## config.mk

```make
export PLATFORM = sky130hd
export DESIGN_NAME = packet_framer
export DESIGN_NICKNAME = d
export VERILOG_FILES = /design/src/rtl/packet_framer_pkg.sv /design/src/rtl/packet_framer_buf.sv /design/src/rtl/packet_framer.sv
export SDC_FILE = /design/constraint.sdc
export NUM_CORES = 1
export LEC_CHECK = 0
export ABC_AREA = 1
export CORE_MARGIN = 8
export CORE_UTILIZATION = 35
export DETAILED_ROUTE_END_ITERATION = 7
export DONT_BUFFER_PORTS = 1
export GPL_ROUTABILITY_DRIVEN = 0
export GPL_TIMING_DRIVEN = 0
export PLACE_DENSITY = 0.51
export SLEW_MARGIN = 20
export SYNTH_ARGS = -nofsm -noshare
export SYNTH_HDL_FRONTEND = slang
export SYNTH_SLANG_ARGS = --single-unit
```

## constraint.sdc

```tcl
create_clock -name s00_axis_aclk -period 4 [get_ports s00_axis_aclk]
set_input_delay 0.8 -clock s00_axis_aclk [delete_from_list [all_inputs] [get_ports s00_axis_aclk]]
set_output_delay 0.8 -clock s00_axis_aclk [all_outputs]
set_load 0.02 [all_outputs]
```

## src/rtl/packet_framer_pkg.sv

```systemverilog
// Shared types for the packet framer: the state encoding, the I/Q sample view
// and a helper that packs an I/Q pair into a word of any half-width.
package packet_framer_pkg;

    typedef enum logic [2:0] {
        FILL,
        SYNC,
        PAD_PRE,
        HEADER,
        PAYLOAD,
        PAD_POST
    } state_t;

    // Half-width of the default 32-bit sample.
    localparam int IQ_HALF = 16;

    typedef struct packed {
        logic [IQ_HALF-1:0] i;
        logic [IQ_HALF-1:0] q;
    } iq_t;

    // Packs {I, Q} with each component truncated to 'half' bits; callers keep the
    // low 2*half bits of the result.
    function automatic logic [63:0] make_iq(input logic [31:0] i_val,
                                            input logic [31:0] q_val,
                                            input int          half);
        logic [63:0] mask;
        mask = (64'd1 << half) - 64'd1;
        return (({32'd0, i_val} & mask) << half) | ({32'd0, q_val} & mask);
    endfunction

endpackage

```

## src/rtl/packet_framer_buf.sv

```systemverilog
// Payload store for one burst: NUM_DATA words written in order, with the
// slots beyond the final write cleared so a short packet reads back as zeros.
module packet_framer_buf #(
    parameter  int DATA_WIDTH = 32,
    parameter  int NUM_DATA   = 4,
    localparam int AW         = (NUM_DATA > 1) ? $clog2(NUM_DATA) : 1,
    localparam int CW         = $clog2(NUM_DATA + 1)
) (
    input  logic                  clk,
    input  logic                  srst,
    input  logic                  clear,
    input  logic                  wr_en,
    input  logic [DATA_WIDTH-1:0] wr_data,
    input  logic                  zero_fill,
    input  logic [AW-1:0]         rd_addr,
    output logic [DATA_WIDTH-1:0] rd_data,
    output logic [CW-1:0]         wr_count
);

    logic [CW-1:0]         wr_reg;
    logic [DATA_WIDTH-1:0] slot [NUM_DATA];

    // Write pointer doubles as the count of words accepted this fill.
    always_ff @(posedge clk) begin
        if (srst || clear) begin
            wr_reg <= '0;
        end else if (wr_en && (wr_reg < CW'(NUM_DATA))) begin
            wr_reg <= wr_reg + CW'(1);
        end
    end

    for (genvar gi = 0; gi < NUM_DATA; gi++) begin : g_slot
        logic [DATA_WIDTH-1:0] slot_reg;

        // Capture the word addressed by the pointer; zero-fill clears every slot past it.
        always_ff @(posedge clk) begin
            if (srst) begin
                slot_reg <= '0;
            end else if (wr_en && (wr_reg == CW'(gi))) begin
                slot_reg <= wr_data;
            end else if (zero_fill && (CW'(gi) > wr_reg)) begin
                slot_reg <= '0;
            end
        end

        assign slot[gi] = slot_reg;
    end

    // Combinational read mux.
    always_comb begin
        rd_data = '0;
        for (int k = 0; k < NUM_DATA; k++) begin
            if (rd_addr == AW'(k)) begin
                rd_data = slot[k];
            end
        end
    end

    assign wr_count = wr_reg;

endmodule

```

## src/rtl/packet_framer.sv

```systemverilog
// Packet framer: buffers NUM_DATA payload words, then emits one burst of
// SYNC preamble, PAD_PRE zeros, optional HEADER, PAYLOAD and PAD_POST zeros,
// each symbol held for NUM_SAMPLES beats, with full output backpressure.
// Optional header symbol enabled by defining PACKET_FRAMER_HEADER_EN.
module packet_framer
    import packet_framer_pkg::*;
#(
    parameter int DATA_WIDTH  = 32,
    parameter int NUM_SAMPLES = 100,
    parameter int NUM_DATA    = 4,
    parameter int SYNC_SYMS   = 4,
    parameter int PAD_SYMS    = 4,
    parameter int AMP         = 32767
) (
    input  logic                    s00_axis_aclk,
    input  logic                    s00_axis_areset,
    input  logic [DATA_WIDTH-1:0]   s00_axis_tdata,
    input  logic                    s00_axis_tvalid,
    input  logic                    s00_axis_tlast,
    output logic                    s00_axis_tready,
    output logic [DATA_WIDTH-1:0]   m00_axis_tdata,
    output logic                    m00_axis_tvalid,
    output logic                    m00_axis_tlast,
    output logic [DATA_WIDTH/8-1:0] m00_axis_tstrb,
    input  logic                    m00_axis_tready
);

    localparam int HALF = DATA_WIDTH / 2;
    localparam int MAX1 = (SYNC_SYMS > PAD_SYMS) ? SYNC_SYMS : PAD_SYMS;
    localparam int MAXS = (MAX1 > NUM_DATA) ? MAX1 : NUM_DATA;
    localparam int SW   = (MAXS > 1) ? $clog2(MAXS) : 1;
    localparam int BW   = (NUM_SAMPLES > 1) ? $clog2(NUM_SAMPLES) : 1;
    localparam int AW   = (NUM_DATA > 1) ? $clog2(NUM_DATA) : 1;
    localparam int CW   = $clog2(NUM_DATA + 1);

    localparam logic [DATA_WIDTH-1:0] P0 = DATA_WIDTH'(make_iq(32'(AMP), 32'd0, HALF));
    localparam logic [DATA_WIDTH-1:0] P1 = DATA_WIDTH'(make_iq(32'd0, 32'(AMP), HALF));

`ifdef PACKET_FRAMER_HEADER_EN
    localparam state_t AFTER_PRE = HEADER;
`else
    localparam state_t AFTER_PRE = PAYLOAD;
`endif

    wire clk  = s00_axis_aclk;
    wire srst = s00_axis_areset;

    state_t                state_reg;
    logic [SW-1:0]         sym_reg;
    logic [BW-1:0]         beat_reg;
    logic                  s_ready_reg;
    logic [DATA_WIDTH-1:0] m_data_reg;
    logic                  m_valid_reg;
    logic                  m_last_reg;

    // Position of the beat about to be loaded and where the sequence goes after it.
    state_t                cur_state, nxt_state;
    logic [SW-1:0]         cur_sym, nxt_sym;
    logic [BW-1:0]         cur_beat, nxt_beat;
    logic [DATA_WIDTH-1:0] beat_data;
    logic                  beat_last;
    logic                  beat_wrap, sym_wrap, final_state;

    logic [DATA_WIDTH-1:0] rd_data;
    logic [CW-1:0]         wr_count;

    wire hs_in       = s00_axis_tvalid && s_ready_reg;
    wire last_in     = hs_in && (s00_axis_tlast || (wr_count == CW'(NUM_DATA - 1)));
    wire adv         = !m_valid_reg || m00_axis_tready;
    wire done_accept = (state_reg != FILL) && m_valid_reg && m_last_reg && m00_axis_tready;

`ifdef PACKET_FRAMER_HEADER_EN
    logic [HALF-1:0] seq_reg;

    // Burst sequence number, stepped as each burst's final beat is taken.
    always_ff @(posedge clk) begin
        if (srst) begin
            seq_reg <= '0;
        end else if (done_accept) begin
            seq_reg <= seq_reg + HALF'(1);
        end
    end
`endif

    function automatic int sym_count(input state_t st);
        case (st)
            SYNC:              return SYNC_SYMS;
            PAD_PRE, PAD_POST: return PAD_SYMS;
`ifdef PACKET_FRAMER_HEADER_EN
            HEADER:            return 1;
`endif
            PAYLOAD:           return NUM_DATA;
            default:           return 1;
        endcase
    endfunction

    // Successor of a state once its symbols are done; empty pad states are skipped.
    function automatic state_t follow(input state_t st);
        case (st)
            SYNC:    return (PAD_SYMS > 0) ? PAD_PRE : AFTER_PRE;
            PAD_PRE: return AFTER_PRE;
`ifdef PACKET_FRAMER_HEADER_EN
            HEADER:  return PAYLOAD;
`endif
            PAYLOAD: return (PAD_SYMS > 0) ? PAD_POST : PAYLOAD;
            default: return st;
        endcase
    endfunction

    packet_framer_buf #(
        .DATA_WIDTH (DATA_WIDTH),
        .NUM_DATA   (NUM_DATA)
    ) u_buf (
        .clk       (clk),
        .srst      (srst),
        .clear     (done_accept),
        .wr_en     (hs_in),
        .wr_data   (s00_axis_tdata),
        .zero_fill (last_in),
        .rd_addr   (AW'(cur_sym)),
        .rd_data   (rd_data),
        .wr_count  (wr_count)
    );

    // Beat generator: from FILL the first beat is the start of SYNC so it can be
    // loaded on the same edge as the final input handshake.
    always_comb begin
        cur_state = state_reg;
        cur_sym   = sym_reg;
        cur_beat  = beat_reg;
        if (state_reg == FILL) begin
            cur_state = SYNC;
            cur_sym   = '0;
            cur_beat  = '0;
        end

        beat_data = '0;
        case (cur_state)
            SYNC:    beat_data = cur_sym[0] ? P1 : P0;
            PAYLOAD: beat_data = rd_data;
`ifdef PACKET_FRAMER_HEADER_EN
            HEADER:  beat_data = {seq_reg, HALF'(wr_count)};
`endif
            default: beat_data = '0;
        endcase

        beat_wrap   = (cur_beat == BW'(NUM_SAMPLES - 1));
        sym_wrap    = (cur_sym == SW'(sym_count(cur_state) - 1));
        final_state = (cur_state == PAD_POST) || ((cur_state == PAYLOAD) && (PAD_SYMS == 0));
        beat_last   = beat_wrap && sym_wrap && final_state;

        nxt_state = cur_state;
        nxt_sym   = cur_sym;
        nxt_beat  = cur_beat + BW'(1);
        if (beat_wrap) begin
            nxt_beat = '0;
            if (sym_wrap) begin
                nxt_sym   = '0;
                nxt_state = follow(cur_state);
            end else begin
                nxt_sym = cur_sym + SW'(1);
            end
        end
    end

    // Framing FSM with registered AXIS outputs; the output register only reloads when empty or accepted.
    always_ff @(posedge clk) begin
        if (srst) begin
            state_reg   <= FILL;
            sym_reg     <= '0;
            beat_reg    <= '0;
            s_ready_reg <= 1'b1;
            m_data_reg  <= '0;
            m_valid_reg <= 1'b0;
            m_last_reg  <= 1'b0;
        end else if (state_reg == FILL) begin
            if (last_in) begin
                s_ready_reg <= 1'b0;
                m_data_reg  <= beat_data;
                m_valid_reg <= 1'b1;
                m_last_reg  <= beat_last;
                state_reg   <= nxt_state;
                sym_reg     <= nxt_sym;
                beat_reg    <= nxt_beat;
            end
        end else if (adv) begin
            if (m_valid_reg && m_last_reg) begin
                state_reg   <= FILL;
                sym_reg     <= '0;
                beat_reg    <= '0;
                s_ready_reg <= 1'b1;
                m_data_reg  <= '0;
                m_valid_reg <= 1'b0;
                m_last_reg  <= 1'b0;
            end else begin
                m_data_reg  <= beat_data;
                m_valid_reg <= 1'b1;
                m_last_reg  <= beat_last;
                state_reg   <= nxt_state;
                sym_reg     <= nxt_sym;
                beat_reg    <= nxt_beat;
            end
        end
    end

    assign s00_axis_tready = s_ready_reg;
    assign m00_axis_tdata  = m_data_reg;
    assign m00_axis_tvalid = m_valid_reg;
    assign m00_axis_tlast  = m_last_reg;
    assign m00_axis_tstrb  = '1;

endmodule

```

==> results of run 1 <==
==> power breakdown <==
group	switching [uW]	internal [uW]	total, uW	leakage, uW
clock network	880	858	1740	0.000297
registers	97.9	1860	1960	0.00144
logic	409	173	581	0.00209
total	1390	2890	4280	0.00383
==> stage by stage <==
step	cell area, um^2	hold WS (ps)	total power (uW)	instances	utilization, %
finish	9480	462	4280	1592	39.4
floorplan	8470	440	2400	1236	-
global route	9480	479	4460	1592	39.4
detailed placement	8870	452	2580	1560	36.9
global placement	8870	449	2580	1560	36.9
CTS	9480	464	4310	1592	39.4
==> kinds of logic after synthesis <==
family / count (synthesis) / synth area share [%]
flops: 178 / 42.1
xor+xnor: 2 / 0.207
compound gates: 256 / 16.8
simple gates: 645 / 32.1
buf+inv: 143 / 7.50
fa+ha+maj: 8 / 1.18
other cells: 1 / 0.0443
==> cell type report <==
cell class	instances	area (um^2)	area share, %
multi-input cells	915	4270	45.0
flip-flops and latches	178	3560	37.6
plain buffers	95	449	4.74
clock buffers	17	425	4.49
well taps	324	405	4.28
inverters	48	185	1.95
clock inverters	15	181	1.91
==> per-layer routing <==
layer	vias to the layer above	part of all wire (%)
met5	-	0
met4	0	1.6
met1	3741	47
met2	216	45
li1	4080	-
met3	23	7.3
==> worst max-delay path: stages (launching register included) <==
cell,delay [ps]
dfxtp_1,460
nor2_4,100
a21oi_1,290
ha_1,220
clkbuf_1,270
inv_1,200
clkbuf_1,360
nor2_1,190
nor2_1,80
a21oi_1,370
nor2_1,110
nor2_1,110
nor2_1,50
==> worst max path at each step <==
stage	startpoint	to	slack, ps	cells past startpoint
floorplan	state_reg[1]$_SDFFE_PP0P_	m00_axis_tdata[10]$_SDFFE_PP0P_	2050	13
global placement	state_reg[1]$_SDFFE_PP0P_	m00_axis_tdata[18]$_SDFFE_PP0P_	1230	12
detailed placement	state_reg[1]$_SDFFE_PP0P_	m00_axis_tdata[18]$_SDFFE_PP0P_	1250	12
CTS	state_reg[1]$_SDFFE_PP0P_	m00_axis_tdata[19]$_SDFFE_PP0P_	1170	12
global route	state_reg[1]$_SDFFE_PP0P_	m00_axis_tdata[19]$_SDFFE_PP0P_	880	12
finish	state_reg[1]$_SDFFE_PP0P_	m00_axis_tdata[19]$_SDFFE_PP0P_	1060	12
==> cell usage after synthesis (all sizes together) <==
library cell	number	share of area (%)
nand2	362	16
a21oi	210	13
dfxtp	178	42
nor2	145	6.7
nand3	130	8.4
clkbuf	53	2.4
inv	47	2.1
buf	42	3.0
o211ai	32	2.8
o21ai	11	0.70
ha	8	1.2
nand4	4	0.30
nor3	4	0.30
o31ai	2	0.18
xor2	2	0.21
a31oi	1	0.15
clkinv	1	0.10
conb	1	0.044
==> results.md, run 1 <==
- Status: complete, no violations
- Share of post-route cells with drive strength above 1: 8.83%
- R2R Path Start: state_reg[1]$_SDFFE_PP0P_
- Worst-path clk slew: 80 ps
- Flop2flop setup slack: 1060 ps
- Clock root buffer master: clkbuf_16
- Hold Crit Class: flip-flop to flip-flop
- Fillers: 2,652
- Met2 Usage GRT: 30.6%
- # nets final: 1,300
- Worst clock skew: 19.2 ps
- Die Y: 171 um
- Place WS: 1250 ps
- H-tree depth: 4
- DR pass1 iterations: 5
- Vias in the first global route: 7,643
- Final period utilization: 73.5%
- Global routing's busiest layer: met2
- Max Fclk: 340 MHz
- Synth Cell Area: 0.00846 mm^2
- GRT met1 Usage: 26.5%
- Worst Path Arrival: 3240 ps
- CTS tree: done
- CTS Buf Count: 17
- Initial antenna violation count: 0
- DRC: 0
- Leakage: 0.00383 uW
- Row cnt: 57
- Post-layout worst setup margin: 1060 ps
- Antenna diode count: 0
- DRT Wirelength: 28,600 um
- Distinct cells, synth: 33
- Routed len/inst: 18.0 um
- PD cells: 451 mW/mm^2
- Min cycle time layout: 2940 ps
- Largest net degree at the start of global routing: 21
- Setup CP Type: flip-flop to flip-flop
- Crit Path Max Fanout: 10
- Vias: 8,060
- CP Capture Type: flip-flop
- Mean Syn Cell Area: 6.86 um^2
- Syn Inst Count: 1,233
- Seq/Total Area, Yosys: 42.1%
- Hold Startpoint: u_buf.g_slot[1].slot_reg[3]$_SDFFE_PP0P_
- Worst Path Required: 4300 ps
- Clk_lat worst skew: 440 ps
- Rel. slew slack: 52.6%
- Core region area: 0.0240 mm^2
- Max-Cap Viols: 0
- Final TNS setup: 0 ps
- Final Max Tran Viols: 0
- Synth Warn #: 0
- Remaining Overflow, GRT: 0
- First-pass GRT wire length: 44,000 um
- CTS Hold Bufs: 0
- # port buffers: 0
- Reg-to-reg endpoint: m00_axis_tdata[19]$_SDFFE_PP0P_
- RSZ-0062 raised after global routing: no
- Maximum buffer depth of the clock tree: 2
- Hold Violations, Final: 0
- Vias/cell: 5.06
- Clk sink count: 178
- Die X: 171 um
- Starting Density: 35.2%
- # Post-CTS Setup Buffers: 0
- #FFs+latches synth: 178
- Max reg flops: 128
- Reg2reg path depth: 12
- Full die area: 0.0294 mm^2
- Peak supply drop: 0.000241 V
- Setup crit start kind: flip-flop
- Worst Hold Depth: 2
- Hold Path End: u_buf.g_slot[1].slot_reg[3]$_SDFFE_PP0P_
- GRT Util Overall: 19.5%
- Post-route ant nets: 0
- Area growth syn-to-layout: 12.1%
- Worst-margin pin slew: 711 ps
- Post-cts sizing count: 0
- # IOs: 76
- Final HPWL from detailed placement: 20,900 um
- Met3 Use GR: 4.57%
- Iteration-0 DRC Markers: 597
- Final setup violation count: 0
- Commonest non-fill, non-tap cell in the layout: nand2_1
- Most frequent cells in the layout: nand2_1, a21oi_1, dfxtp_1
Power figures use the tool's default switching activity.
==> run 2, diff against run 1 <==
Clock period 4 ns to 2.8 ns, I/O delays scaled along.
==> run 2 against run 1 <==
Against the previous run: count of clock-buffer cells in the layout did not move; combinational power increased by 43%; largest power group unchanged; core utilization rose by 0.17 points; sequential power up 43%; critical path type unchanged; routed wire length hardly changed; clock skew rose by 1.0 ps; sequential share of layout area shrank 0.16 points; final cell count grew 0.13%; fmax rose by 11%; worst setup slack got worse by 900 ps; via count rose by 0.20%; sequential cell count is the same.
==> results.md, run 2 (synthesis gave the netlist of run 1 again) <==
- Multi-input logic area: 0.00428 mm^2 (was 0.00427 mm^2)
- Iteration-0 DRC Markers: 667 (was 597)
- Routed len/inst: 17.9 um (was 18.0 um)
- Setup CP Type: flip-flop to flip-flop (unchanged)
- Max Fclk: 378 MHz (was 340 MHz)
- DRT Wirelength: 28,600 um (about the same)
- CTS tree: done (unchanged)
- CTS Buf Count: 17 (unchanged)
- Worst Path Arrival: 2950 ps (was 3240 ps)
- Final HPWL from detailed placement: 20,900 um (unchanged)
- Die Y: 171 um (unchanged)
- Maximum buffer depth of the clock tree: 2 (unchanged)
- Cell total after placement: 1,560 (unchanged)
- Vias in the first global route: 7,629 (was 7,643)
- Worst-margin pin slew: 739 ps (was 711 ps)
- R2R Path Start: state_reg[1]$_SDFFE_PP0P_ (unchanged)
- Peak supply drop: 0.000344 V (was 0.000241 V)
- Reg2reg path depth: 12 (unchanged)
- Hold Startpoint: s00_axis_tdata[22] (was u_buf.g_slot[1].slot_reg[3]$_SDFFE_PP0P_)
- Setup crit start kind: flip-flop (unchanged)
- Reg-to-reg endpoint: m00_axis_tdata[18]$_SDFFE_PP0P_ (was m00_axis_tdata[19]$_SDFFE_PP0P_)
- Vias/cell: 5.07 (was 5.06)
- Rel. slew slack: 50.7% (was 52.6%)
- Min cycle time layout: 2640 ps (was 2940 ps)
- Max-Cap Viols: 0 (unchanged)
- Leakage: 0.00386 uW (was 0.00383 uW)
- Sequential cell area: 0.00356 mm^2 (unchanged)
- GRT Util Overall: 19.5% (about the same)
- Area growth syn-to-layout: 12.6% (was 12.1%)
- DR pass1 iterations: 5 (unchanged)
- Worst Path Required: 3100 ps (was 4300 ps)
- Core region area: 0.0240 mm^2 (unchanged)
- PD cells: 642 mW/mm^2 (was 451 mW/mm^2)
- Commonest non-fill, non-tap cell in the layout: nand2_1 (unchanged)
- # nets final: 1,302 (was 1,300)
- Hold Crit Class: input pin to flip-flop (was flip-flop to flip-flop)
- Post-route cell area: 0.00952 mm^2 (was 0.00948 mm^2)
- DRC: 0 (unchanged)
- First-pass GRT wire length: 44,100 um (was 44,000 um)
- Antenna diode count: 0 (unchanged)
- Status: complete, no violations (unchanged)
- Row cnt: 57 (unchanged)
- Most frequent cells in the layout: nand2_1, a21oi_1, dfxtp_1 (unchanged)
- Die X: 171 um (unchanged)
- Final Max Tran Viols: 0 (unchanged)
- Area after DPL: 0.00887 mm^2 (unchanged)
- Crit Path Max Fanout: 10 (unchanged)
- Fillers: 2,660 (was 2,652)
- Starting Density: 35.2% (unchanged)
- Final setup violation count: 0 (unchanged)
- Full die area: 0.0294 mm^2 (unchanged)
- Worst Hold Depth: 2 (unchanged)
- Vias: 8,076 (was 8,060)
- Final period utilization: 94.4% (was 73.5%)
- H-tree depth: 4 (unchanged)
- # port buffers: 0 (unchanged)
- Initial antenna violation count: 0 (unchanged)
- Hold Path End: u_buf.g_slot[1].slot_reg[22]$_SDFFE_PP0P_ (was u_buf.g_slot[1].slot_reg[3]$_SDFFE_PP0P_)
- Share of post-route cells with drive strength above 1: 9.84% (was 8.83%)
- Post-route ant nets: 0 (unchanged)
- Worst clock skew: 20.2 ps (was 19.2 ps)
- CP Capture Type: flip-flop (unchanged)
- Hold Violations, Final: 0 (unchanged)
- Clk sink count: 178 (unchanged)
- # IOs: 76 (unchanged)
- Worst-path clk slew: 90 ps (was 80 ps)
- Clock root buffer master: clkbuf_16 (unchanged)
- Largest net degree at the start of global routing: 21 (unchanged)
- Remaining Overflow, GRT: 0 (unchanged)
- Max reg flops: 128 (unchanged)
- Non-filler cells, final: 1,594 (was 1,592)
- Flop2flop setup slack: 160 ps (was 1060 ps)
- Clk_lat worst skew: 450 ps (was 440 ps)
-- run 2: area by class of cell --
class / count / area share [%]
clock inverters: 15 / 1.91
plain buffers: 94 / 4.76
flip-flops and latches: 178 / 37.4
multi-input cells: 915 / 45.0
inverters: 48 / 1.98
well taps: 324 / 4.26
repair buffers: 3 / 0.237
clock buffers: 17 / 4.47
-- run 2: metrics by stage --
step           setup slack (ps)  utilization (%)  hold slack (ps)  total power, uW  setup TNS, ps
2_1_floorplan               854                -              440             3430              0
3_3_place_gp               25.4             36.9              449             3680              0
3_5_place_dp               48.5             36.9              452             3690              0
4_1_cts                   -14.2             39.4              244             6160          -14.2
5_1_grt                  -0.711             39.6              252             6370         -0.711
6_report                    156             39.6              251             6110              0
-- run 2: layer usage --
layer	vias up	GRT usage (%)	wire length, um
li1	4083	-	-
met1	3764	26.6	13400
met2	208	30.6	12700
met3	21	4.57	2080
met4	0	5.14	459
met5	-	0	0
-- run 2: report_power, final --
group	internal (uW)	total (uW)	switching [uW]
Clock	1230	2480	1260
Sequential	2660	2800	140
Combinational	247	832	584
Total	4130	6110	1980
-- run 2: how the worst max path moves through the flow --
stage,cells past startpoint,start,endpoint,slack (ps)
3_5_place_dp,12,state_reg[1]$_SDFFE_PP0P_,m00_axis_tdata[18]$_SDFFE_PP0P_,50
5_1_grt,12,state_reg[2]$_SDFFE_PP0P_,m00_axis_tdata[19]$_SDFFE_PP0P_,-0.7
4_1_cts,12,state_reg[2]$_SDFFE_PP0P_,m00_axis_tdata[1]$_SDFFE_PP0P_,-10
6_report,12,state_reg[1]$_SDFFE_PP0P_,m00_axis_tdata[18]$_SDFFE_PP0P_,160
2_1_floorplan,13,state_reg[1]$_SDFFE_PP0P_,m00_axis_tdata[10]$_SDFFE_PP0P_,850
3_3_place_gp,12,state_reg[1]$_SDFFE_PP0P_,m00_axis_tdata[18]$_SDFFE_PP0P_,30
-- run 2: critical path: stages, from the launching register on --
cell      delay, ps
dfxtp_1         380
nor2_4          220
nand2_4         130
nand2_1         200
ha_2            300
inv_2            90
clkbuf_1        280
o211ai_1        300
nand2_1          70
a21oi_1         310
nor2_1           90
nor2_1           90
nor2_1           40
-- run 2: repair_timing --
action	CTS	global route
setup endpoints to repair	2	24
gates resized for setup	0	16
buffers inserted	0	3
hold buffers	0	0
pin swaps	0	0
